===== config.mk =====
export PLATFORM = sky130hd
export DESIGN_NAME = cc_goal_level_tracker
export DESIGN_NICKNAME = d
export VERILOG_FILES = /design/src/rtl/cc_goal_level_tracker.sv
export SDC_FILE = /design/constraint.sdc
export NUM_CORES = 1
export LEC_CHECK = 0
export ABC_CLOCK_PERIOD_IN_PS = 10440
export BUFFER_PORTS_ARGS = -buffer_cell sky130_fd_sc_hd__buf_4
export CAP_MARGIN = 20
export CORE_ASPECT_RATIO = 1.5
export CORE_MARGIN = 3
export CORE_UTILIZATION = 44
export DETAILED_ROUTE_END_ITERATION = 10
export MAX_ROUTING_LAYER = met4
export PLACE_DENSITY = 0.76
export SYNTH_ARGS = -nofsm -noshare
export SYNTH_HDL_FRONTEND = slang
export SYNTH_SLANG_ARGS = --single-unit

===== constraint.sdc =====
create_clock -name CC_GOALTRACKER_CLOCK_50 -period 10.44 [get_ports CC_GOALTRACKER_CLOCK_50]
set_clock_uncertainty 0.2 [all_clocks]
set_input_delay 2.088 -clock CC_GOALTRACKER_CLOCK_50 [delete_from_list [all_inputs] [get_ports CC_GOALTRACKER_CLOCK_50]]
set_output_delay 2.088 -clock CC_GOALTRACKER_CLOCK_50 [all_outputs]
set_load 0.01 [all_outputs]

===== src/rtl/cc_goal_level_tracker.sv =====
// Goal-row level-completion tracker: counts goals, confirms a full row for HOLD_CYCLES
// evaluations, holds the level win until acknowledged, then advances the level or ends the game.
// States: PLAY watch row | CONFIRM counting full evals | WIN wait for ack | CLEAR one-cycle clear | DONE game over
module cc_goal_level_tracker #(
    parameter int WIDTH       = 8,
    parameter int NUM_LEVELS  = 4,
    parameter int HOLD_CYCLES = 2,
    localparam int CW = $clog2(WIDTH + 1),
    localparam int LW = (NUM_LEVELS > 1) ? $clog2(NUM_LEVELS) : 1
) (
    input  logic             CC_GOALTRACKER_CLOCK_50,
    input  logic             CC_GOALTRACKER_RESET_InHigh,
    input  logic [WIDTH-1:0] CC_GOALTRACKER_GOALROW_InBUS,
    input  logic             CC_GOALTRACKER_ACK_InHigh,
    input  logic             CC_GOALTRACKER_RESTART_InHigh,
    output logic             CC_GOALTRACKER_WinL_OutHigh,
    output logic             CC_GOALTRACKER_CLEAR_OutHigh,
    output logic             CC_GOALTRACKER_NEWGOAL_OutHigh,
    output logic [CW-1:0]    CC_GOALTRACKER_GOALCOUNT_OutBUS,
    output logic [LW-1:0]    CC_GOALTRACKER_LEVEL_OutBUS,
    output logic             CC_GOALTRACKER_GAMEWIN_OutHigh
);

    localparam int HW = $clog2(HOLD_CYCLES + 1);

    typedef enum logic [2:0] {
        S_PLAY,
        S_CONFIRM,
        S_WIN,
        S_CLEAR,
        S_DONE
    } state_t;

    state_t           state_q, state_d;
    logic [WIDTH-1:0] row_q, row_d;
    logic [WIDTH-1:0] row_prev_q, row_prev_d;
    logic [HW-1:0]    cnt_q, cnt_d;
    logic [LW-1:0]    level_q, level_d;

    logic          full;
    logic          level_last;
    logic [HW-1:0] cnt_inc;
    logic [CW-1:0] goal_count;

    always_ff @(posedge CC_GOALTRACKER_CLOCK_50 or posedge CC_GOALTRACKER_RESET_InHigh) begin
        if (CC_GOALTRACKER_RESET_InHigh) begin
            state_q    <= S_PLAY;
            row_q      <= '0;
            row_prev_q <= '0;
            cnt_q      <= '0;
            level_q    <= '0;
        end else begin
            state_q    <= state_d;
            row_q      <= row_d;
            row_prev_q <= row_prev_d;
            cnt_q      <= cnt_d;
            level_q    <= level_d;
        end
    end

    always_comb begin
        row_d      = CC_GOALTRACKER_GOALROW_InBUS;
        row_prev_d = row_q;
    end

    always_comb begin
        goal_count = '0;
        for (int i = 0; i < WIDTH; i++) begin
            goal_count = goal_count + CW'(row_q[i]);
        end
    end

    assign full       = &row_q;
    assign level_last = (level_q == LW'(NUM_LEVELS - 1));
    assign cnt_inc    = cnt_q + HW'(1);

    always_comb begin
        state_d = state_q;
        cnt_d   = cnt_q;
        level_d = level_q;
        if (CC_GOALTRACKER_RESTART_InHigh) begin
            state_d = S_CLEAR;
            cnt_d   = '0;
            level_d = '0;
        end else begin
            case (state_q)
                S_PLAY: begin
                    if (full) begin
                        if (HOLD_CYCLES == 1) begin
                            state_d = S_WIN;
                            cnt_d   = '0;
                        end else begin
                            state_d = S_CONFIRM;
                            cnt_d   = HW'(1);
                        end
                    end
                end
                S_CONFIRM: begin
                    if (!full) begin
                        state_d = S_PLAY;
                        cnt_d   = '0;
                    end else if (cnt_inc == HW'(HOLD_CYCLES)) begin
                        state_d = S_WIN;
                        cnt_d   = '0;
                    end else begin
                        cnt_d = cnt_inc;
                    end
                end
                S_WIN: begin
                    // Row changes are ignored here; only the game FSM can release a win.
                    if (CC_GOALTRACKER_ACK_InHigh) begin
                        if (level_last) begin
                            state_d = S_DONE;
                        end else begin
                            state_d = S_CLEAR;
                            level_d = level_q + LW'(1);
                        end
                    end
                end
                S_CLEAR: state_d = S_PLAY;
                S_DONE:  state_d = S_DONE;
                default: state_d = S_PLAY;
            endcase
        end
    end

    assign CC_GOALTRACKER_WinL_OutHigh     = (state_q == S_WIN);
    assign CC_GOALTRACKER_CLEAR_OutHigh    = (state_q == S_CLEAR);
    assign CC_GOALTRACKER_GAMEWIN_OutHigh  = (state_q == S_DONE);
    assign CC_GOALTRACKER_NEWGOAL_OutHigh  = ((state_q == S_PLAY) || (state_q == S_CONFIRM))
                                             && |(row_q & ~row_prev_q);
    assign CC_GOALTRACKER_GOALCOUNT_OutBUS = goal_count;
    assign CC_GOALTRACKER_LEVEL_OutBUS     = level_q;

endmodule


=== Word-level counts from Yosys, hierarchy flattened ===
Index checks and enable logic that the tools add are counted.

* Input port bits: 12
* Latch bits: 0
* Word-level logic and storage cells: 53
* Memory bits (writable): 0
* Output and inout port bits: 10
* Bits in registers: 23
* Memories: 0
* ROM bits: 0

* Equality and inequality tests: 10
* Reduce and logical (&&, ||, !) cells: 11
* Multipliers: 0
* Muxes and demuxes: 16
* Divide/modulo/power cells: 0
* Magnitude comparators: 0
* Add/subtract/negate cells: 9
* Bitwise gates (word level): 2
* Shift operators: 0

{| class="wikitable"
|+ Operators with widths
! operator !! count
|-
| two-way mux 3 bit || 6
|-
| adder 4 x 1 -> 4 bit || 4
|-
| two-way mux 2 bit || 8
|-
| case mux 3 bit (4 select lines) || 1
|-
| AND 8 bit || 1
|-
| NOT 8 bit || 1
|-
| AND reduction 8 bit || 1
|-
| OR reduction 8 bit || 1
|-
| equality test 3 x 2 -> 1 bit (second input constant) || 2
|-
| != test 3 bit (second input constant) || 2
|-
| AND reduction 3 bit || 2
|-
| adder 2 x 1 -> 2 bit (second input constant) || 2
|-
| adder 3 x 1 -> 4 bit || 1
|-
| equality test 2 bit (second input constant) || 2
|-
| != test 4 bit (second input constant) || 1
|-
| case mux 2 bit (2 select lines) || 1
|-
| nonzero test 2 bit || 2
|-
| adder 2 x 1 -> 3 bit || 1
|-
| equality test 3 x 1 -> 1 bit (second input constant) || 1
|-
| equality test 3 bit (second input constant) || 1
|-
| zero test 3 bit || 1
|-
| nonzero test 3 bit || 1
|-
| adder 1 x 1 -> 2 bit || 1
|-
| != test 2 bit (second input constant) || 1
|-
| other kinds (3) || 3
|}

=== Logic depth before layout (Yosys ltp) ===
Gate-level depths: netlist of run 1.

* Depth in word-level cells: 7
* Mapped depth: 9
* Gate-level depth less buffers: 9

=== Least setup slack after synthesis of run 1 ===
No wires, ideal clock.

* Path type: register -> output
* Start point: register row_q[0], in the netlist row_prev_d[0]
* End point: output port CC_GOALTRACKER_GOALCOUNT_OutBUS[2]
* Path slack: 5437 ps
* Required time: 8152 ps
* Arrival: 2715 ps
* Path buffers: 0
* Cell stages (with the launch flop): 10
* Cells stage by stage: dfrtp_1 fa_1 inv_1 fa_1 fa_1 inv_1 ha_1 inv_1 fa_1 xnor2_1

* Cells in the longest elaborated chain, start to end: 7

{| class="wikitable"
|+ Ends and longest elaborated chain
! item !! line !! source
|-
| start: declaration || 35 || <nowiki>logic [WIDTH-1:0] row_q, row_d;</nowiki>
|-
| start signal: assignment || 54 || <nowiki>row_q <= row_d;</nowiki>
|-
| adder 1 x 1 -> 2 bit || 69 || <nowiki>goal_count = goal_count + CW'(row_q[i]);</nowiki>
|-
| adder 2 x 1 -> 3 bit || 69 ||
|-
| adder 3 x 1 -> 4 bit || 69 ||
|-
| adder 4 x 1 -> 4 bit (4 in a row) || 69 ||
|-
| end: declaration || 19 || <nowiki>output logic [CW-1:0] CC_GOALTRACKER_GOALCOUNT_OutBUS,</nowiki>
|}

Every way passes these cells.

=== Worst setup path after layout of run 1 ===
Ends and elaborated chain as after synthesis.

==> results of run 1 <==
## Yosys cell counts
library cell	n	share of area, %
or2_1	1	0.59
nor2b_1	2	1.2
o41a_1	1	1.1
a31o_1	1	0.82
nand4_1	1	0.59
ha_1	5	5.8
xnor2_1	1	0.82
buf_6	1	1.1
clkinv_1	1	0.35
nand3_1	1	0.47
nor2_1	6	2.1
inv_1	17	6.0
nand2_1	2	0.70
a31oi_1	1	0.59
fa_1	4	7.5
nor3b_1	2	1.4
a211o_1	1	0.82
mux2i_1	2	1.9
xor2_1	1	0.82
nor3b_4	1	1.8
a21oi_1	3	1.4
nand4b_1	1	0.82
nand2b_1	1	0.59
nor3_1	2	0.94
o22ai_1	4	2.3
a211oi_1	1	0.70
o21ai_0	3	1.4
a22oi_1	1	0.70
dfrtp_1	23	54
nand3b_2	1	1.1
## state kept, by name, indices dropped and copies added (netlist names)
name and flops:
state_q 3, row_prev_q 8, CC_GOALTRACKER_LEVEL_OutBUS 2, cnt_q 2, row_prev_d 8
## worst max-delay path: stages, from the launching register on
cell     delay, ns
dfrtp_1       0.44
fa_1          0.56
inv_1         0.05
fa_1          0.49
fa_1          0.41
inv_1         0.07
ha_1          0.16
inv_1         0.05
fa_1          0.38
xnor2_1       0.14
buf_4         0.14
## where the power goes
| group | switching [mW] | internal (mW) |
|---|---|---|
| logic | 0.0213 | 0.0225 |
| clock network | 0.0258 | 0.0149 |
| registers | 0.00365 | 0.0931 |
## metrics by stage
stage	setup WS (ns)	cell area, µm²	total power [mW]	std cells	util [%]
2_1_floorplan	5.44	1070	0.124	92	-
3_3_place_gp	5.35	1240	0.141	135	54.5
3_5_place_dp	5.29	1240	0.143	135	54.5
4_1_cts	4.93	1270	0.184	139	55.6
5_1_grt	4.71	1270	0.193	139	55.6
6_report	4.95	1270	0.181	139	55.6
## layout make-up
class                      instances  area (µm²)
multi-input combinational         50         415
sequential                        23         576
timing repair buffer              21         158
clock buffer                       4        26.3
inverter                          18        67.6
fill                             196        1010
tap                               23        28.8
## how the worst max path moves through the flow
stage          slack [ns]  cells after the start           from                            endpoint
2_1_floorplan        5.44                      9  row_prev_d[0]  CC_GOALTRACKER_GOALCOUNT_OutBUS[2]
3_3_place_gp         5.35                     10  row_prev_d[0]  CC_GOALTRACKER_GOALCOUNT_OutBUS[2]
3_5_place_dp         5.29                     10  row_prev_d[0]  CC_GOALTRACKER_GOALCOUNT_OutBUS[2]
4_1_cts              4.93                     10  row_prev_d[0]  CC_GOALTRACKER_GOALCOUNT_OutBUS[2]
5_1_grt              4.71                     10  row_prev_d[0]  CC_GOALTRACKER_GOALCOUNT_OutBUS[2]
6_report             4.95                     10  row_prev_d[0]  CC_GOALTRACKER_GOALCOUNT_OutBUS[2]
## routing by layer
metal / wire length (µm) / share of wire, % / track usage, % / up-vias
met1: 710 / 39 / 16.0 / 356
met4: 25 / 1.4 / 5.34 / 0
met5: 0 / 0 / - / -
met2: 987 / 54 / 27.2 / 22
met3: 94 / 5.2 / 1.63 / 4
li1: - / - / - / 351
## kinds of logic after synthesis
family                     Yosys count
adders and majority gates            9
xor gates and xnor gates             2
muxes                                2
buffers and inverters               19
and+or+nand+nor                     21
AOI/OAI and AO/OA                   16
DFF                                 23
==> reports/qor.csv, run 1 <==
metric,value,unit
status,completed,
netlist_area,1070,µm²
grt_max_degree,24,
yosysWarnings,0,
rows,21,
cts_num_sinks,23,
ys_ff_latch,23,
max-cap-violations,0,
drt-initial-drc-count,10,
hold_depth,0,
synthSimpleGateAreaFrac,12.2,%
worstReg2RegEnd,state_q[1],
clock_latency,0.31,ns
hold_path.class,reg -> reg,
numCtsBuffers,3,
dieHeight,66.4,µm
initial_core_util,46.8,%
r2r_slack,8.85,ns
r2r.worst_path.cells,5,
final_nets,138,
synth_xor_area_share,1.64,%
synth_cell_types,30,
synthToLayoutAreaGrowth,18.8,%
syn_area_per_cell,11.6,µm²
design.core.area,2290,µm²
power_density,143,nW/µm²
crit_arrival,3.20,ns
required,8.15,ns
vias,733,
htree_levels,1,
cts_resized,0,
min_to,row_prev_q[4],
holdWs,0.212,ns
grt-ovfl-total,0,
dp_hpwl,1470,µm
cp_max_fo,4,
synthMuxAreaShare,1.87,%
first_pass_iters,4,
dieArea,3070,µm²
worst_slew_pin_slew,0.831,ns
wl,1820,µm
synthesis.nets,113,
grt_pass1_vias,811,
setup_viol_count_final,0,
post-route-period-util,52.6,%
endpoint_kind,primary output,
r2r_start,row_prev_d[0],
total_leakage_power,0.640,nW
slew_headroom,44.5,%
antenna_found_initial,0,
cts_max_path_buffers,2,
critPathKind,reg -> out,
hp-start,row_prev_d[4],
antenna_cells,0,
clk_pin_slew,0.12,ns
synth_compound_area_share,9.82,%
grt_pass1_wl,3280,µm
fmax,182,MHz
critPathLaunchType,register,
post-route-min-period,5.49,ns
grt_usage,15.0,%
hold_violations,0,
cts_tree,done,
ys_seq_area_share,53.8,%
die_w,46.3,µm
final_common_cell,dfrtp_1,
syn_inst,92,
rsz0062_at_grt,no,
cts_setup_buffers,0,
place_congestion,0.814,
vdd_ir_drop_max,0.0992,mV
avgRoutedWirePerCell,13.1,µm
io_buffers,21,
viasPerCell,5.27,
fin_setup_tns,0,ns
io_pins,22,
hold_buffers,0,
synth_top_family_by_area,adder cells,
clockRootBuffer,clkbuf_4,
drive_gt1_share,22.4,%
drc,0,
layout_common_cells,"dfrtp_1, buf_4, inv_1, nor2_1, ha_1",
slew_violations,0,
synth_fa_ha_area_share,13.3,%
ant_nets,0,
Note: power is estimated with default switching activity, not from simulation.
==> run 2, diff against run 1 <==
--- a/config.mk
+++ b/config.mk
@@ -5,7 +5,7 @@
 export SDC_FILE = /design/constraint.sdc
 export NUM_CORES = 1
 export LEC_CHECK = 0
-export ABC_CLOCK_PERIOD_IN_PS = 10440
+export ABC_CLOCK_PERIOD_IN_PS = 5400
 export BUFFER_PORTS_ARGS = -buffer_cell sky130_fd_sc_hd__buf_4
 export CAP_MARGIN = 20
 export CORE_ASPECT_RATIO = 1.5
==> constraint.sdc (replaced) <==
create_clock -name CC_GOALTRACKER_CLOCK_50 -period 5.4 [get_ports CC_GOALTRACKER_CLOCK_50]
set_clock_uncertainty 0.2 [all_clocks]
set_input_delay 1.08 -clock CC_GOALTRACKER_CLOCK_50 [delete_from_list [all_inputs] [get_ports CC_GOALTRACKER_CLOCK_50]]
set_output_delay 1.08 -clock CC_GOALTRACKER_CLOCK_50 [all_outputs]
set_load 0.01 [all_outputs]
==> reports/qor.csv, run 2 (synthesis results as in run 1) <==
metric,value,unit,change
status,completed,,
cp_max_fo,4,,unchanged
crit_start,row_prev_d[0],,
n_fill_cell,200,,+2.0%
fin_cells,139,,unchanged
avgRoutedWirePerCell,13.2,µm,+0.88%
slew_headroom,44.6,%,+0.099 points
critPathKind,reg -> out,,
cts_num_sinks,23,,unchanged
dieHeight,66.4,µm,unchanged
place_congestion,0.812,,-0.18%
worstReg2RegEnd,state_q[1],,
max-cap-violations,0,,unchanged
design.core.area,2290,µm²,unchanged
final_common_cell,dfrtp_1,,
dp_hpwl,1460,µm,-0.63%
setup_ws,0.900,ns,-4.05 ns
critPathLaunchType,register,,
r2r.worst_path.cells,5,,unchanged
total_leakage_power,0.640,nW,unchanged
vdd_ir_drop_max,0.200,mV,+100%
first_pass_iters,5,,+1
grt_usage,15.1,%,+0.12 points
initial_core_util,46.8,%,unchanged
hold_buffers,0,,unchanged
required,4.12,ns,-4.03 ns
post-route-period-util,83.3,%,
grt_pass1_wl,3320,µm,+1.0%
fin_util,55.6,%,unchanged
drive_gt1_share,22.4,%,unchanged
die_w,46.3,µm,unchanged
io_buffers,21,,unchanged
synthToLayoutAreaGrowth,18.8,%,unchanged
place_ws,1.25,ns,-4.03 ns
grt-ovfl-total,0,,unchanged
endpoint_kind,primary output,,
final_nets,138,,unchanged
antenna_cells,0,,unchanged
power_density,274,nW/µm²,+92%
r2r_slack,3.80,ns,-5.05 ns
clock_latency,0.30,ns,about the same
ant_nets,0,,unchanged
cts_tree,done,,
cts_resized,0,,unchanged
fmax,222,MHz,
r2r_start,row_prev_d[0],,
fin_setup_tns,0,ns,unchanged
grt_pass1_vias,812,,+0.12%
crit_arrival,3.22,ns,+0.02 ns
hold_violations,0,,unchanged
crit_path_end,CC_GOALTRACKER_GOALCOUNT_OutBUS[2],,
io_pins,22,,unchanged
grt_max_degree,24,,unchanged
hold_path.class,reg -> reg,,
vias,717,,-2.2%
dieArea,3070,µm²,unchanged
layout_common_cells,"dfrtp_1, buf_4, inv_1, nor2_1, ha_1",,
viasPerCell,5.16,,-2.2%
rsz0062_at_grt,no,,
post-route-min-period,4.50,ns,
setup_viol_count_final,0,,unchanged
antenna_found_initial,0,,unchanged
cts_max_path_buffers,2,,unchanged
rows,21,,unchanged
clk_pin_slew,0.12,ns,about the same
holdWs,0.220,ns,+0.00739 ns
htree_levels,1,,unchanged
drc,0,,unchanged
clockRootBuffer,clkbuf_4,,
wl,1830,µm,+0.88%
drt-initial-drc-count,23,,+13
slew_violations,0,,unchanged
worst_slew_pin_slew,0.830,ns,-0.00148 ns
cts_setup_buffers,0,,unchanged
numCtsBuffers,3,,unchanged
placedCellCount,135,,unchanged
-- run 2: cell counts in the layout (fill, tap and decap cells not counted) --
No cell type changed its count.
-- run 2: layout make-up --
cell class              count  area (µm²)  share of cell area [%]
clock buffers               4        26.3                    2.07
multi-input cells          50         415                    32.7
well taps                  23        28.8                    2.26
repair buffers             21         158                    12.4
flip-flops and latches     23         576                    45.3
inverters                  18        67.6                    5.31
-- run 2: layer usage --
layer	track usage [%]	part of all wire, %	up-vias
met5	-	0	-
met4	4.63	0.49	0
met3	1.63	4.9	2
met2	26.4	54	20
met1	17.6	41	341
li1	-	-	354
-- run 2: critical path, stage by stage, from the launching register on --
cell	delay (ns)
dfrtp_1	0.45
fa_1	0.56
inv_1	0.05
fa_1	0.49
fa_1	0.42
inv_1	0.07
ha_1	0.17
inv_1	0.06
fa_1	0.37
xnor2_1	0.14
buf_4	0.14
-- run 2: worst min-delay path by stage --
stage | depth (start not counted) | end | from
2_1_floorplan | 0 | row_prev_q[7] | row_prev_d[7]
3_3_place_gp | 0 | row_prev_q[6] | row_prev_d[6]
3_5_place_dp | 0 | row_prev_q[4] | row_prev_d[4]
4_1_cts | 0 | row_prev_q[4] | row_prev_d[4]
5_1_grt | 0 | row_prev_q[4] | row_prev_d[4]
6_report | 0 | row_prev_q[4] | row_prev_d[4]
-- run 2: where the power goes --
group | switching (mW) | internal, mW
logic | 0.0413 | 0.0436
clock network | 0.0477 | 0.0288
registers | 0.00717 | 0.180
total | 0.0962 | 0.252
-- run 2: per-stage QoR --
| stage | total power [mW] | cell area, µm² |
|---|---|---|
| global route | 0.372 | 1270 |
| detailed placement | 0.277 | 1240 |
| finish | 0.349 | 1270 |
| floorplan | 0.240 | 1070 |
| global placement | 0.273 | 1240 |
| CTS | 0.354 | 1270 |
==> run 3, diff against run 2 <==
--- a/config.mk
+++ b/config.mk
@@ -5,7 +5,7 @@
 export SDC_FILE = /design/constraint.sdc
 export NUM_CORES = 1
 export LEC_CHECK = 0
-export ABC_CLOCK_PERIOD_IN_PS = 5400
+export ABC_CLOCK_PERIOD_IN_PS = 4350
 export BUFFER_PORTS_ARGS = -buffer_cell sky130_fd_sc_hd__buf_4
 export CAP_MARGIN = 20
 export CORE_ASPECT_RATIO = 1.5
==> constraint.sdc (replaced) <==
create_clock -name CC_GOALTRACKER_CLOCK_50 -period 4.35 [get_ports CC_GOALTRACKER_CLOCK_50]
set_clock_uncertainty 0.2 [all_clocks]
set_input_delay 0.87 -clock CC_GOALTRACKER_CLOCK_50 [delete_from_list [all_inputs] [get_ports CC_GOALTRACKER_CLOCK_50]]
set_output_delay 0.87 -clock CC_GOALTRACKER_CLOCK_50 [all_outputs]
set_load 0.01 [all_outputs]
==> reports/qor.csv, run 3 (synthesis results as in run 1) <==
metric,value,unit,change
cp_max_fo,3,,-1
crit_chain,fa_1 > inv_2 > fa_1 > fa_1 > inv_1 > ha_2 > inv_2 > fa_2 > inv_2 > buf_6,,
grt_pass1_wl,3320,µm,unchanged
hold_violations,0,,unchanged
vias,725,,+1.1%
io_pins,22,,unchanged
slew_headroom,44.5,%,-0.14 points
power_density,345,nW/µm²,+26%
die_w,46.3,µm,unchanged
antenna_cells,0,,unchanged
clk_pin_slew,0.12,ns,about the same
total_power,0.450,mW,+29%
post-route-min-period,4.30,ns,
n_fill_cell,198,,-1.0%
placedCellCount,135,,unchanged
fin_setup_tns,0,ns,unchanged
htree_levels,1,,unchanged
p_int,0.325,mW,+29%
critPathKind,reg -> out,,
r2r.worst_path.cells,6,,+1
wl,1870,µm,+1.9%
layout_common_cells,"dfrtp_1, buf_4, inv_1, nor2_1",,
design.core.area,2290,µm²,unchanged
hold_depth,0,,unchanged
endpoint_kind,primary output,,
drc,0,,unchanged
first_pass_iters,4,,-1
dieArea,3070,µm²,unchanged
max-cap-violations,0,,unchanged
grt_pass1_vias,812,,unchanged
worst_slew_pin_slew,0.832,ns,+0.00203 ns
hold_buffers,0,,unchanged
clkPwrFrac,21.2,%,-0.7 points
drt-initial-drc-count,17,,-26%
viasPerCell,5.14,,-0.32%
rsz0062_at_grt,yes,,
cts_tree,done,,
grt-ovfl-total,0,,unchanged
combPwrFrac,27.2,%,+2.8 points
holdWs,0.220,ns,+0.000503 ns
dp_hpwl,1460,µm,unchanged
fin_cells,141,,+1.4%
vdd_ir_drop_max,0.249,mV,+24%
setup_ws,0.0464,ns,-0.853 ns
avgRoutedWirePerCell,13.2,µm,+0.46%
regArea,577,µm²,+0.22%
cts_num_sinks,23,,unchanged
clockRootBuffer,clkbuf_4,,
ant_nets,0,,unchanged
crit_arrival,3.23,ns,about the same
min_to,row_prev_q[4],,
required,3.28,ns,-0.84 ns
cp_slowest_cell,fa_1,,
final_nets,140,,+1.4%
setup_viol_count_final,0,,unchanged
place_congestion,0.812,,about the same
synthToLayoutAreaGrowth,21.9,%,
grt_max_degree,24,,unchanged
rows,21,,unchanged
io_buffers,21,,unchanged
multi_input_area,428,µm²,+3.0%
seq_power_share,51.6,%,-2.1 points
total_leakage_power,0.651,nW,+1.7%
antenna_found_initial,0,,unchanged
r2r_slack,2.67,ns,-1.13 ns
clock_latency,0.30,ns,about the same
hp-start,row_prev_d[4],,
numCtsBuffers,3,,unchanged
status,completed,,
r2r_start,row_prev_d[1],,
initial_core_util,46.8,%,unchanged
worst_path_largest_cell_delay,0.57,ns,about the same
hold_path.class,reg -> reg,,
worstReg2RegEnd,state_q[1],,
critPathLaunchType,register,,
p_switching,0.125,mW,+30%
dieHeight,66.4,µm,unchanged
cts_max_path_buffers,2,,unchanged
grt_usage,15.1,%,unchanged
fmax,232,MHz,
post-route-period-util,98.9,%,
place_ws,0.414,ns,-0.840 ns
swShare,27.8,%,+0.19 points
slew_violations,0,,unchanged
drive_gt1_share,29.7,%,+7.2 points
## run 3: cell types whose count changed in the layout (fill, tap and decap cells not counted), sizes merged
| cell | delta |
|---|---|
| buf | +2 |
## run 3: per-layer routing
metal	up-vias	wire length, µm	track usage [%]
met5	-	0	-
met4	0	9	4.63
met3	2	100	1.63
met2	20	1020	26.4
met1	347	743	17.6
li1	356	-	-
## run 3: final cells by class
type	count	share of cell area (%)
Sequential cell	23	44.2
Multi-Input combinational cell	50	32.8
Timing Repair Buffer	23	13.5
Inverter	18	5.18
Tap cell	23	2.21
Clock buffer	4	2.02
## run 3: power by group through the flow
stage                     sequential [mW]  combinational, mW  clock (mW)
after global placement              0.236              0.103           0
after detailed placement            0.237              0.107           0
after global routing                0.234              0.139       0.107
after floorplan                     0.234             0.0637           0
after CTS                           0.233              0.108      0.0986
final                               0.232              0.122      0.0955
## run 3: repair_timing
item,CTS,global route
endpoints found under the setup margin,0,2
gates resized for setup,0,8
setup buffers,0,2
## run 3: how the worst max path moves through the flow
stage                  startpoint                            endpoint  depth (start not counted)
floorplan           row_prev_d[0]  CC_GOALTRACKER_GOALCOUNT_OutBUS[2]                          9
global placement    row_prev_d[0]  CC_GOALTRACKER_GOALCOUNT_OutBUS[2]                         10
detailed placement  row_prev_d[0]  CC_GOALTRACKER_GOALCOUNT_OutBUS[2]                         10
CTS                 row_prev_d[0]  CC_GOALTRACKER_GOALCOUNT_OutBUS[2]                         10
global route        row_prev_d[1]  CC_GOALTRACKER_GOALCOUNT_OutBUS[1]                         10
finish              row_prev_d[1]  CC_GOALTRACKER_GOALCOUNT_OutBUS[1]                         10
## run 3: metrics by stage
stage | utilization (%) | instance area [µm²]
6_report | 57.0 | 1300
5_1_grt | 57.0 | 1300
4_1_cts | 55.6 | 1270
3_5_place_dp | 54.5 | 1240
3_3_place_gp | 54.5 | 1240
2_1_floorplan | - | 1070
## run 3: worst max-delay path: cells and delay by family, from the launching register on
kind | cells | cell delay, ns
fa+ha+maj | 5 | 2.21
buf+inv | 5 | 0.29
flops | 1 | 0.43
